## src/rtl/msrv32_alu_issue.sv

```systemverilog
// msrv32 ALU issue stage: decodes OP/OP-IMM/LUI/AUIPC into ALU
// operand/opcode bundles and holds them in a 2-entry issue buffer.
module msrv32_alu_issue #(
  parameter int DEPTH = 2
) (
  input  logic        ms_riscv32_mp_clk_in,
  input  logic        ms_riscv32_mp_rst_n_in,
  input  logic        flush_in,
  input  logic        valid_in,
  output logic        ready_out,
  input  logic [31:0] instr_in,
  input  logic [31:0] pc_in,
  input  logic [31:0] rs1_data_in,
  input  logic [31:0] rs2_data_in,
  output logic        alu_valid_out,
  input  logic        alu_ready_in,
  output logic [31:0] op_1_out,
  output logic [31:0] op_2_out,
  output logic [3:0]  opcode_out,
  output logic [4:0]  rd_out,
  output logic        illegal_out
);

  localparam logic [6:0] OPC_OP    = 7'b0110011;
  localparam logic [6:0] OPC_OPIMM = 7'b0010011;
  localparam logic [6:0] OPC_LUI   = 7'b0110111;
  localparam logic [6:0] OPC_AUIPC = 7'b0010111;
  localparam logic [6:0] F7_ZERO   = 7'b0000000;
  localparam logic [6:0] F7_ALT    = 7'b0100000;

  logic [6:0]  w_opc7;
  logic [2:0]  w_f3;
  logic [6:0]  w_f7;
  logic        w_f3_add;
  logic        w_f3_sr;
  logic        w_f3_sh;
  logic        w_f7_ok;
  logic [31:0] w_imm_i;
  logic [31:0] w_imm_u;

  logic [31:0] w_op1;
  logic [31:0] w_op2;
  logic [3:0]  w_opc;
  logic        w_ill;

  logic        w_push;
  logic        w_pop;

  logic [31:0] r_op1 [DEPTH];
  logic [31:0] r_op2 [DEPTH];
  logic [3:0]  r_opc [DEPTH];
  logic [4:0]  r_rd  [DEPTH];
  logic        r_ill [DEPTH];
  logic [1:0]  r_cnt;
  logic        r_wp;
  logic        r_rp;

  assign w_opc7   = instr_in[6:0];
  assign w_f3     = instr_in[14:12];
  assign w_f7     = instr_in[31:25];
  assign w_f3_add = (w_f3 == 3'b000);
  assign w_f3_sr  = (w_f3 == 3'b101);
  assign w_f3_sh  = (w_f3 == 3'b001) || w_f3_sr;
  assign w_imm_i  = {{20{instr_in[31]}}, instr_in[31:20]};
  assign w_imm_u  = {instr_in[31:12], 12'b0};

  // alt funct7 is only meaningful for SUB/SRA (OP) and SRAI (OP-IMM)
  always_comb begin
    w_f7_ok = 1'b0;
    unique case (1'b1)
      (w_f7 == F7_ZERO): w_f7_ok = 1'b1;
      (w_f7 == F7_ALT):  w_f7_ok = w_f3_sr ||
                                   (w_f3_add && w_opc7 == OPC_OP);
      default:           w_f7_ok = 1'b0;
    endcase
  end

  always_comb begin
    w_op1 = 32'b0;
    w_op2 = 32'b0;
    w_opc = 4'b0;
    w_ill = 1'b0;
    unique case (1'b1)
      (w_opc7 == OPC_OP): begin
        w_op1 = rs1_data_in;
        w_op2 = rs2_data_in;
        w_opc = {instr_in[30], w_f3};
        w_ill = !w_f7_ok;
      end
      (w_opc7 == OPC_OPIMM): begin
        w_op1 = rs1_data_in;
        if (w_f3_sh) begin
          w_op2 = {27'b0, instr_in[24:20]};
          w_opc = {w_f3_sr & instr_in[30], w_f3};
          w_ill = !w_f7_ok;
        end else begin
          w_op2 = w_imm_i;
          w_opc = {1'b0, w_f3};
        end
      end
      (w_opc7 == OPC_LUI): begin
        w_op2 = w_imm_u;
      end
      (w_opc7 == OPC_AUIPC): begin
        w_op1 = pc_in;
        w_op2 = w_imm_u;
      end
      default: w_ill = 1'b1;
    endcase
    if (w_ill) begin
      w_op1 = 32'b0;
      w_op2 = 32'b0;
      w_opc = 4'b0;
    end
  end

  assign ready_out     = (r_cnt != 2'd2);
  assign alu_valid_out = (r_cnt != 2'd0);
  assign w_push        = valid_in && ready_out;
  assign w_pop         = alu_valid_out && alu_ready_in;

  assign op_1_out    = r_op1[r_rp];
  assign op_2_out    = r_op2[r_rp];
  assign opcode_out  = r_opc[r_rp];
  assign rd_out      = r_rd[r_rp];
  assign illegal_out = r_ill[r_rp];

  always_ff @(posedge ms_riscv32_mp_clk_in or negedge ms_riscv32_mp_rst_n_in) begin
    if (!ms_riscv32_mp_rst_n_in) begin
      for (int i = 0; i < DEPTH; i++) begin
        r_op1[i] <= 32'b0;
        r_op2[i] <= 32'b0;
        r_opc[i] <= 4'b0;
        r_rd[i]  <= 5'b0;
        r_ill[i] <= 1'b0;
      end
      r_cnt <= 2'd0;
      r_wp  <= 1'b0;
      r_rp  <= 1'b0;
    end else if (flush_in) begin
      r_cnt <= 2'd0;
      r_wp  <= 1'b0;
      r_rp  <= 1'b0;
    end else begin
      if (w_push) begin
        r_op1[r_wp] <= w_op1;
        r_op2[r_wp] <= w_op2;
        r_opc[r_wp] <= w_opc;
        r_rd[r_wp]  <= instr_in[11:7];
        r_ill[r_wp] <= w_ill;
        r_wp        <= ~r_wp;
      end
      if (w_pop) r_rp <= ~r_rp;
      unique case ({w_push, w_pop})
        2'b10:   r_cnt <= r_cnt + 2'd1;
        2'b01:   r_cnt <= r_cnt - 2'd1;
        default: r_cnt <= r_cnt;
      endcase
    end
  end

endmodule

```

## config.mk

```make
export PLATFORM = sky130hd
export DESIGN_NAME = msrv32_alu_issue
export DESIGN_NICKNAME = d
export VERILOG_FILES = /design/src/rtl/msrv32_alu_issue.sv
export SDC_FILE = /design/constraint.sdc
export NUM_CORES = 1
export LEC_CHECK = 0
export CAP_MARGIN = 20
export CORE_AREA = 2 2 122 124
export DETAILED_ROUTE_END_ITERATION = 12
export DIE_AREA = 0 0 124 126
export PLACE_DENSITY = 0.85
export SETUP_SLACK_MARGIN = 0.3
export SKIP_LAST_GASP = 1
export SLEW_MARGIN = 10
export SYNTH_ARGS = -nofsm -noshare
export SYNTH_HDL_FRONTEND = slang
export SYNTH_SLANG_ARGS = --single-unit
export TNS_END_PERCENT = 50
```

## constraint.sdc

```tcl
create_clock -name ms_riscv32_mp_clk_in -period 3.38 [get_ports ms_riscv32_mp_clk_in]
set_input_delay 0.676 -clock ms_riscv32_mp_clk_in [delete_from_list [all_inputs] [get_ports ms_riscv32_mp_clk_in]]
set_output_delay 0.676 -clock ms_riscv32_mp_clk_in [all_outputs]
set_load 0.1 [all_outputs]
```

* After elaboration in Yosys (flattened, before gate mapping)
Cells that the tools add are included.
W data, S select, Z words.
** Word-level totals
- Register bits :: 152
- Input bits :: 133
- Output and inout port bits :: 76
- Word-level logic and storage cells :: 95
** Operators by class
- Add/sub/neg operators :: 2
- $lt $le $gt $ge :: 3
- Eq/ne operators :: 10
- Muxes and demuxes :: 45
- Bitwise operators :: 6
- Reductions and logical operators :: 16
** Operators by type and width (count)
- $mux W32 :: 10
- $bwmux W64 :: 2
- $pmux W32 S3 :: 1
- $pmux W32 S2 :: 1
- $demux W32 S1 :: 1
- $mux W4 :: 6
- $eq A7 B6 Y1 const B :: 3
- $mux W5 :: 4
- $eq A7 B5 Y1 const B :: 2
- $bwmux W10 :: 1
- $mux W1 :: 9
- $bwmux W8 :: 1
- $pmux W4 S2 :: 1
- $logic_not A7 Y1 :: 1
- $reduce_bool A2 Y1 :: 3
- $demux W5 S1 :: 1
- $demux W4 S1 :: 1
- $ge A2 B2 Y1 const B :: 2
- $logic_and A1 B1 Y1 :: 4
- $not A1 Y2 :: 2
- $pmux W2 S2 :: 1
- $reduce_or A2 Y1 :: 2
- $eq A3 B1 Y1 const B :: 1
- $eq A3 B3 Y1 const B :: 1
- 18 further kinds :: 21

* Logic depth before layout (Yosys ltp)
Gate-level depths: netlist of run 1.
- Word-level depth :: 9
- Gate-level depth with buffers :: 8
- Depth with buffers taken out :: 5

* Worst setup path after synthesis of run 1
Ideal clock, no wire load.
- Path type :: reg-to-output
- Start :: reg r_rp
- End :: out op_1_out[10]
- Data arrival time :: 1.591 ns
- Required time :: 2.704 ns
- Path slack :: 1.113 ns
- Stages on the path, launching flop included :: 4
- Buffers on the path :: 2
- Cell sequence :: dfrtp_1 > clkbuf_1 > clkbuf_1 > mux2_2
** Between the ends
- Word-level cells in the longest chain between the ends :: 4
** RTL lines
- start: declaration :: line 56 : logic r_rp;
- start signal: assignment :: line 153 : if (w_pop) r_rp <= ~r_rp;
- $not A1 Y2 (not written as such) :: line 122 : assign op_1_out = r_op1[r_rp];
- $mux W32 (not written as such) (3 in series) :: line 122
- end: declaration :: line 17 : output logic [31:0] op_1_out,
Every way passes these cells. The select of a mux whose other input is x is not followed.

* Final worst setup path of run 1
- Start :: reg r_rp
- End :: out op_2_out[0]
** Between the ends
- Word-level cells in the longest chain between the ends :: 4
** RTL lines
- $not A1 Y2 (not written as such) :: line 123 : assign op_2_out = r_op2[r_rp];
- $mux W32 (not written as such) (3 in series) :: line 123
- end: declaration :: line 18 : output logic [31:0] op_2_out,
Every way passes these cells. The select of a mux whose other input is x is not followed.

==> flow_metrics.env, run 1 <==
export IMPL_required_ps=2700
export IMPL_numCtsBuffers=17
export IMPL_final_setup_viol_count=0
export IMPL_post_synth_top_count_cell="nand2_1"
export IMPL_antenna_cells=0
export IMPL_clockRootBuffer="clkbuf_16"
export IMPL_dp_hpwl_um=13900
export IMPL_synth_top_cell_by_area="dfrtp_1"
export IMPL_syn_to_final_growth_pct=36.8
export IMPL_synthCells=755
export IMPL_initial_utilization=0.513
export IMPL_grt_ovfl_total=0
export IMPL_fin_skew_ps=4.79
export IMPL_chipWidth_um=124
export IMPL_synth_area_leaders="dfrtp_1 52%, mux2_2 11%, nand2_1 9.8%"
export IMPL_synth_edf_count=0
export IMPL_synth_warnings=0
export IMPL_dr_wl_met2_um=10200
export IMPL_max_cap_violations=0
export IMPL_wl_per_cell_um=18.1
export IMPL_critPathLaunchType="flop"
export IMPL_synthArstFlopShare=1.00
export IMPL_p_total_mw=4.58
export IMPL_grt_max_degree=113
export IMPL_cts_tree="built"
export IMPL_antenna_found_initial=0
export IMPL_htree_levels=4
export IMPL_die_area_mm2=0.0156
export IMPL_synth_main_ff_cell="dfrtp_1"
export IMPL_antenna_left=0
export IMPL_arrival_ps=2080
export IMPL_drtIter0Drc=540
export IMPL_dp_worst_setup_slack_ps=502
export IMPL_core_rowCount=44
export IMPL_fin_ws_ps=619
export IMPL_nNetsFinal=1077
export IMPL_status="complete, no violations"
export IMPL_peakVddDrop_mv=0.376
export IMPL_syn_mean_instance_area_um2=9.73
export IMPL_drt_pass1_iterations=5
export IMPL_max_slew_margin_rel=0.365
export IMPL_vias=6484
export IMPL_worst_slew_pin_slew_ps=952
export IMPL_drive_gt1_frac=0.225
export IMPL_finalSetupTns_ps=0
export IMPL_rsz0062_at_grt="no"
export IMPL_clock_path_buffers=2
export IMPL_ys_seq_elements=152
export IMPL_dr_max_layer_used="met4"
export IMPL_yosysSeqAreaShare=0.518
export IMPL_fmax_mhz=362
export IMPL_syn_num_nets=888
export IMPL_cts_setup_buffers=0
export IMPL_cts_clk_slew_worst_paths_ps=60
export IMPL_drc=0
export IMPL_seq_area_mm2=0.00381
export IMPL_multiInputGateArea_mm2=0.00322
export IMPL_p_per_area_mw_per_mm2=455
export IMPL_ios=209
export IMPL_clock_latency_ps=410
export IMPL_grt_pass1_vias=6304
export IMPL_yosys_top_cells_count="191 x nand2_1, 152 x dfrtp_1, 109 x o21ai_0"
export IMPL_wl_met1_um=8700
export IMPL_core_region_area_mm2=0.0143
export IMPL_fin_crit_ps=2760
export IMPL_fillers=1074
export IMPL_hold_violations=0
export IMPL_synth_top_area_frac=0.518
export IMPL_slew_viol_final=0
export IMPL_die_h_um=126
export IMPL_wl_met3_um=1130
export IMPL_critPathMaxFanout=25
export IMPL_wirelength_um=20600
export IMPL_cts_hold_buf=0
export IMPL_yosysUniqueCellTypes=43
export IMPL_finalCritPeriodShare=0.817
export IMPL_hp_class="in -> async"
export IMPL_netlist_area_mm2=0.00734
export IMPL_grt_total_usage=0.270
export IMPL_grt_pass1_wl_um=32500
export IMPL_cts_resized=0
export IMPL_portBuffers=208
export IMPL_p_leak_nw=4.62
export IMPL_clock_sinks=152
export IMPL_routabilityCongestion=0.886
export IMPL_end_kind="output pin"
export IMPL_r2r_cells=5
export IMPL_critPathKind="reg -> out"
export IMPL_viasPerCell=5.69
export IMPL_fin_util=0.702
## per-stage QoR
step	std cells	instance area, um^2	hold slack (ps)
3_5_place_dp	1109	9430	461
5_1_grt	1139	10000	178
4_1_cts	1139	10000	157
2_1_floorplan	755	7340	380
3_3_place_gp	1109	9430	452
6_report	1139	10000	161
## kinds of logic (layout without fill, tap and decap cells)
logic type	Yosys count	count (layout)	share of synthesized area
simple gates	229	229	0.130
compound gates	210	210	0.183
flops	152	152	0.518
buf+inv	83	283	0.0462
mux	79	79	0.120
xor+xnor	2	2	0.00239
## sequential cells by signal (all words and copies together), names as in the netlist
name,count
r_opc,8
r_cnt,2
r_rp,1
r_ill,2
r_op2,64
r_op1,64
r_rd,10
r_wp,1
## layout by cell type (no fill, tap or decap), drive strengths merged, types with 3 or more instances in the layout
cell type / n
nand2: 192
bufinv: 4
nor2: 9
nor3: 7
a32o: 4
a21oi: 3
mux2i: 5
clkinv: 5
clkbuf: 21
a221o: 19
o31ai: 11
nand3: 4
clkdlybuf4s50: 131
o21ai: 117
dfrtp: 152
buf: 98
a22oi: 41
a22o: 8
mux2: 74
nor4: 8
inv: 23
## metal layers
metal | track usage | vias to the layer above
met4 | 0.118 | 0
li1 | - | 3034
met2 | 0.423 | 249
met3 | 0.0444 | 43
met1 | 0.372 | 3158
met5 | 0 | -
## area by class of cell
cell class,count,share of cell area
Clock buffer,21,0.0468
Clock inverter,9,0.0147
Inverter,24,0.00896
Multi-Input combinational cell,520,0.320
Sequential cell,152,0.379
Tap cell,184,0.0229
Timing Repair Buffer,229,0.208
## critical path, cell delays in order (launching register included)
cell and delay (ps):
dfrtp_4 690, buf_4 320, mux2_2 410, buf_4 240
## report_power, final
group | internal (mW) | total [mW] | switching [mW] | leakage, nW
sequential | 1.87 | 1.91 | 0.0381 | 2.09
clock | 1.28 | 1.97 | 0.692 | 0.305
combinational | 0.274 | 0.700 | 0.426 | 2.23
total | 3.42 | 4.58 | 1.16 | 4.62
## path summary, 6_finish.rpt
check | slack, ps | to | from
max | 620 | op_2_out[0] | r_rp
min | 160 | r_op2[15] | ms_riscv32_mp_rst_n_in
max reg2reg | 1130 | r_opc[7] | r_cnt[1]
min reg2reg | 470 | r_op1[5] | r_op1[5]
max in group asynchronous | 2300 | r_op2[57] | ms_riscv32_mp_rst_n_in
min in group ms_riscv32_mp_clk_in | 470 | r_op1[5] | r_op1[5]
(Power assumes the default switching activity.)
==> run 2, diff against run 1 <==
CORE_AREA = 2 2 133 135   (was 2 2 122 124)
DIE_AREA = 0 0 135 137   (was 0 0 124 126)
PLACE_DENSITY = 0.76   (was 0.85)
clock period = 2.5 ns   (was 3.38 ns; I/O delays follow)
==> flow_metrics.env, run 2 (synthesized netlist as in run 1, its figures left out) <==
export IMPL_numCtsBuffers=17
export IMPL_p_per_area_mw_per_mm2=565
export IMPL_clock_sinks=152
export IMPL_wirelength_um=23300
export IMPL_r2r_end="r_op2[35]"
export IMPL_viasPerCell=5.59
export IMPL_critPathLaunchType="flop"
export IMPL_drc=0
export IMPL_critPathKind="reg -> out"
export IMPL_fin_util=0.671
export IMPL_ios=209
export IMPL_peakVddDrop_mv=0.657
export IMPL_htree_levels=4
export IMPL_portBuffers=208
export IMPL_cpPeakStageDelay_ps=470
export IMPL_critPathMaxFanout=5
export IMPL_core_rowCount=48
export IMPL_dp_cells=1159
export IMPL_regToRegStartpoint="r_cnt[1]"
export IMPL_finalCritPeriodShare=0.907
export IMPL_antenna_found_initial=1
export IMPL_cts_tree="built"
export IMPL_required_ps=2000
export IMPL_grt_ovfl_total=0
export IMPL_setup_worst_path_end="op_2_out[4]"
export IMPL_critPathSlowestCell="dfrtp_4"
export IMPL_arrival_ps=1770
export IMPL_core_region_area_mm2=0.0171
export IMPL_clockRootBuffer="clkbuf_16"
export IMPL_hp_class="in -> async"
export IMPL_routabilityCongestion=0.818
export IMPL_nNetsFinal=1100
export IMPL_hold_violations=0
export IMPL_clock_path_buffers=2
export IMPL_grt_pass1_wl_um=34400
export IMPL_fin_skew_ps=6.30
export IMPL_worst_slew_pin_slew_ps=833
export IMPL_hold_ws_ps=18.8
export IMPL_slew_viol_final=0
export IMPL_grt_max_degree=74
export IMPL_cts_clk_slew_worst_paths_ps=60
export IMPL_fmax_mhz=441
export IMPL_max_cap_violations=0
export IMPL_cts_hold_buf=0
export IMPL_wl_per_cell_um=19.3
export IMPL_chipWidth_um=135
export IMPL_dp_hpwl_um=15000
export IMPL_end_kind="output pin"
export IMPL_status="complete, no violations"
export IMPL_final_cells=1204
export IMPL_rsz0062_at_grt="yes"
export IMPL_fin_crit_ps=2270
export IMPL_initial_utilization=0.431
export IMPL_clock_latency_ps=420
export IMPL_die_area_mm2=0.0185
export IMPL_cp_startpoint="r_rp"
export IMPL_most_common_layout_cells="191 x nand2_1, 151 x dfrtp_1, 131 x clkdlybuf4s50_1, 108 x o21ai_0, 83 x buf_12"
export IMPL_grt_pass1_vias=6464
export IMPL_drtIter0Drc=433
export IMPL_reg_top3="r_op1 x64, r_op2 x64, r_rd x10"
export IMPL_grt_total_usage=0.240
export IMPL_antenna_left=0
export IMPL_drive_gt1_frac=0.243
export IMPL_max_slew_margin_rel=0.444
export IMPL_layout_commonest_cell="nand2_1"
export IMPL_die_h_um=137
export IMPL_ff2ff_setup_slack_ps=590
export IMPL_drt_pass1_iterations=5
export IMPL_final_setup_viol_count=0
export IMPL_path_cells="buf_6, clkbuf_16, mux2_2, buf_12"
export IMPL_p_total_mw=6.47
export IMPL_vias=6734
export IMPL_fillers=1313
export IMPL_r2r_cells=6
export IMPL_syn_to_final_growth_pct=55.8
export IMPL_p_leak_nw=5.03
run 2: cell count changes in the layout (fill, tap and decap cells not counted), moves of 2 or more:
cell / before / now
buf_4: 94 / 28
mux2_4: 0 / 8
buf_8: 0 / 3
buf_12: 3 / 83
mux2_2: 74 / 66
buf_6: 1 / 3
clkbuf_16: 17 / 20
run 2: metrics by stage:
step / setup WS [ps] / TNS [ps] / cell area, um^2
after floorplan: 409 / 0 / 7340
after global placement: -78.9 / -2300 / 10500
after detailed placement: -150 / -4770 / 10500
after CTS: 224 / 0 / 11200
after global routing: 200 / 0 / 11400
final: 231 / 0 / 11400
run 2: routing by layer:
metal	up-vias	GRT usage	part of all wire
met5	-	0	0
met4	0	0.0833	0.025
met3	44	0.0526	0.069
met2	269	0.401	0.50
met1	3339	0.311	0.41
li1	3082	-	-
run 2: worst max-delay path: cells and delay by family, from the launching register on:
kind | cells | cell delay [ps]
mux | 1 | 370
buf+inv | 3 | 510
flops | 1 | 470
run 2: where the power goes:
part | switching [mW] | leakage, nW | internal (mW)
registers | 0.0373 | 2.09 | 2.52
clock network | 0.962 | 0.309 | 1.81
logic | 0.647 | 2.63 | 0.488
total | 1.65 | 5.03 | 4.82
run 2: timing repair:
item | in CTS | in global routing
gates resized for setup | 2 | 18
setup buffers | 0 | 8
cloned | 0 | 6
setup endpoints to repair | 84 | 96
run 2: cell type report:
class                   instances  area [um^2]  share of cell area
flip-flops and latches        152         3810               0.333
repair buffers                252         3360               0.294
multi-input cells             520         3260               0.285
clock buffers                  21          460              0.0402
well taps                     225          282              0.0246
clock inverters                 9          173              0.0151
inverters                      24         90.1             0.00787
diodes                          1         2.50            0.000219
run 2: worst min path at each step:
stage | start | to | depth (start not counted)
finish | ms_riscv32_mp_rst_n_in | r_op1[44] | 1
global route | ms_riscv32_mp_rst_n_in | r_op1[44] | 1
CTS | ms_riscv32_mp_rst_n_in | r_op1[44] | 1
detailed placement | r_rd[1] | r_rd[1] | 2
global placement | r_rd[1] | r_rd[1] | 2
floorplan | ms_riscv32_mp_rst_n_in | r_cnt[0] | 0
==> run 3, diff against run 2 <==
CORE_AREA = 10 10 141 143   (was 2 2 133 135)
DIE_AREA = 0 0 151 153   (was 0 0 135 137)
SLEW_MARGIN = not set   (was 10)
==> flow_metrics.env, run 3 (synthesized netlist as in run 1, its figures left out) <==
export IMPL_status="complete, no violations"
export IMPL_dr_wl_met2_um=13000
export IMPL_clockRootBuffer="clkbuf_16"
export IMPL_drtIter0Drc=426
export IMPL_layout_commonest_cell="nand2_1"
export IMPL_fillers=1357
export IMPL_initial_utilization=0.431
export IMPL_dr_max_layer_used="met4"
export IMPL_antenna_left=0
export IMPL_critPathTopFamily="flip-flops"
export IMPL_nNetsFinal=1097
export IMPL_htree_levels=4
export IMPL_fin_crit_ps=2250
export IMPL_seq_area_mm2=0.00381
export IMPL_chipWidth_um=151
export IMPL_critPathKind="reg -> out"
export IMPL_final_setup_viol_count=0
export IMPL_rsz0062_at_grt="yes"
export IMPL_fmax_mhz=444
export IMPL_peakVddDrop_mv=0.500
export IMPL_ios=209
export IMPL_critPathMaxFanout=11
export IMPL_max_slew_margin_rel=0.475
export IMPL_cts_tree="built"
export IMPL_p_leak_nw=4.98
export IMPL_portBuffers=208
export IMPL_wl_per_cell_um=20.7
export IMPL_clock_sinks=152
export IMPL_worst_slew_pin_slew_ps=788
export IMPL_finalCritPeriodShare=0.901
export IMPL_die_h_um=153
export IMPL_drt_pass1_iterations=6
export IMPL_die_area_mm2=0.0231
export IMPL_worst_path_buf_inv=3
export IMPL_wl_met1_um=9720
export IMPL_final_cells=1207
export IMPL_critPathSlowestCell="dfrtp_4"
export IMPL_p_per_area_mw_per_mm2=540
export IMPL_cts_clk_slew_worst_paths_ps=60
export IMPL_cpMostUsedCell="buf_12"
export IMPL_antenna_found_initial=5
export IMPL_drc=0
export IMPL_core_rowCount=48
export IMPL_clock_latency_ps=430
export IMPL_critPathLaunchType="flop"
export IMPL_r2r_cells=6
export IMPL_cp_depth=4
export IMPL_wirelength_um=24900
export IMPL_hold_violations=0
export IMPL_drive_gt1_frac=0.243
export IMPL_clock_path_buffers=2
export IMPL_vias=6737
export IMPL_grt_pass1_wl_um=38900
export IMPL_core_region_area_mm2=0.0171
export IMPL_most_common_layout_cells="191 x nand2_1, 151 x dfrtp_1, 131 x clkdlybuf4s50_1, 109 x o21ai_0, 87 x buf_12"
export IMPL_multiInputGateArea_mm2=0.00325
export IMPL_numCtsBuffers=17
export IMPL_grt_pass1_vias=7107
export IMPL_slew_viol_final=0
export IMPL_dp_hpwl_um=17300
export IMPL_syn_to_final_growth_pct=54.6
export IMPL_end_kind="output pin"
export IMPL_grt_ovfl_total=0
export IMPL_fin_skew_ps=7.25
export IMPL_hold_ws_ps=77.3
export IMPL_grt_max_degree=75
export IMPL_grt_total_usage=0.212
export IMPL_cpPeakStageDelay_ps=510
export IMPL_path_cells="buf_12, buf_16, mux2_4, buf_12"
export IMPL_routabilityCongestion=0.833
export IMPL_max_cap_violations=0
export IMPL_hp_class="in -> async"
export IMPL_reg_top3="r_op1 x64, r_op2 x64, r_rd x10"
export IMPL_viasPerCell=5.58
export IMPL_arrival_ps=1750
export IMPL_wl_met3_um=1470
export IMPL_dp_cells=1162
export IMPL_required_ps=2000
==> run 3: path summary, 6_finish.rpt <==
check,startpoint,slack (ps),end
max,r_rp,250,op_1_out[14]
min,ms_riscv32_mp_rst_n_in,80,r_op1[43]
max reg2reg,r_cnt[1],410,r_op2[33]
min reg2reg,r_rd[0],470,r_rd[0]
max in group asynchronous,ms_riscv32_mp_rst_n_in,1680,r_op2[17]
min in group ms_riscv32_mp_clk_in,r_rd[0],470,r_rd[0]
==> run 3: area by class of cell <==
cell class | count | area share
Multi-Input combinational cell | 520 | 0.286
Sequential cell | 152 | 0.335
Clock inverter | 12 | 0.00915
Tap cell | 225 | 0.0248
Timing Repair Buffer | 249 | 0.296
Clock buffer | 20 | 0.0393
Antenna cell | 5 | 0.00110
Inverter | 24 | 0.00794
==> run 3: what timing repair did <==
action | 4_1_cts | 5_1_grt
endpoints found under the setup margin | 63 | 149
hold buffers | 0 | 0
cloned | 2 | 0
gates resized for setup | 9 | 5
setup buffers | 6 | 0
pin swaps | 0 | 0
==> run 3: where the power goes <==
group,leakage (nW),internal [mW],switching [mW]
clock,0.266,1.39,1.03
sequential,2.09,2.52,0.0354
combinational,2.62,0.509,0.641
total,4.98,4.42,1.71
==> run 3: metal layers <==
metal | vias to the layer above | track usage
met2 | 244 | 0.353
met4 | 0 | 0.0986
met3 | 48 | 0.0505
li1 | 3083 | -
met5 | - | 0
met1 | 3362 | 0.252
==> run 3: per-stage QoR <==
step                       util  instance area [um^2]  power, mW  TNS (ps)  setup slack [ps]
after floorplan               -                  7340       3.15         0               409
after global placement    0.622                 10600       3.68     -1660             -63.2
after detailed placement  0.622                 10600       3.70     -4540              -142
after CTS                 0.663                 11300       6.15         0               241
after global routing      0.666                 11400       6.33         0               219
final                     0.666                 11400       6.13         0               247
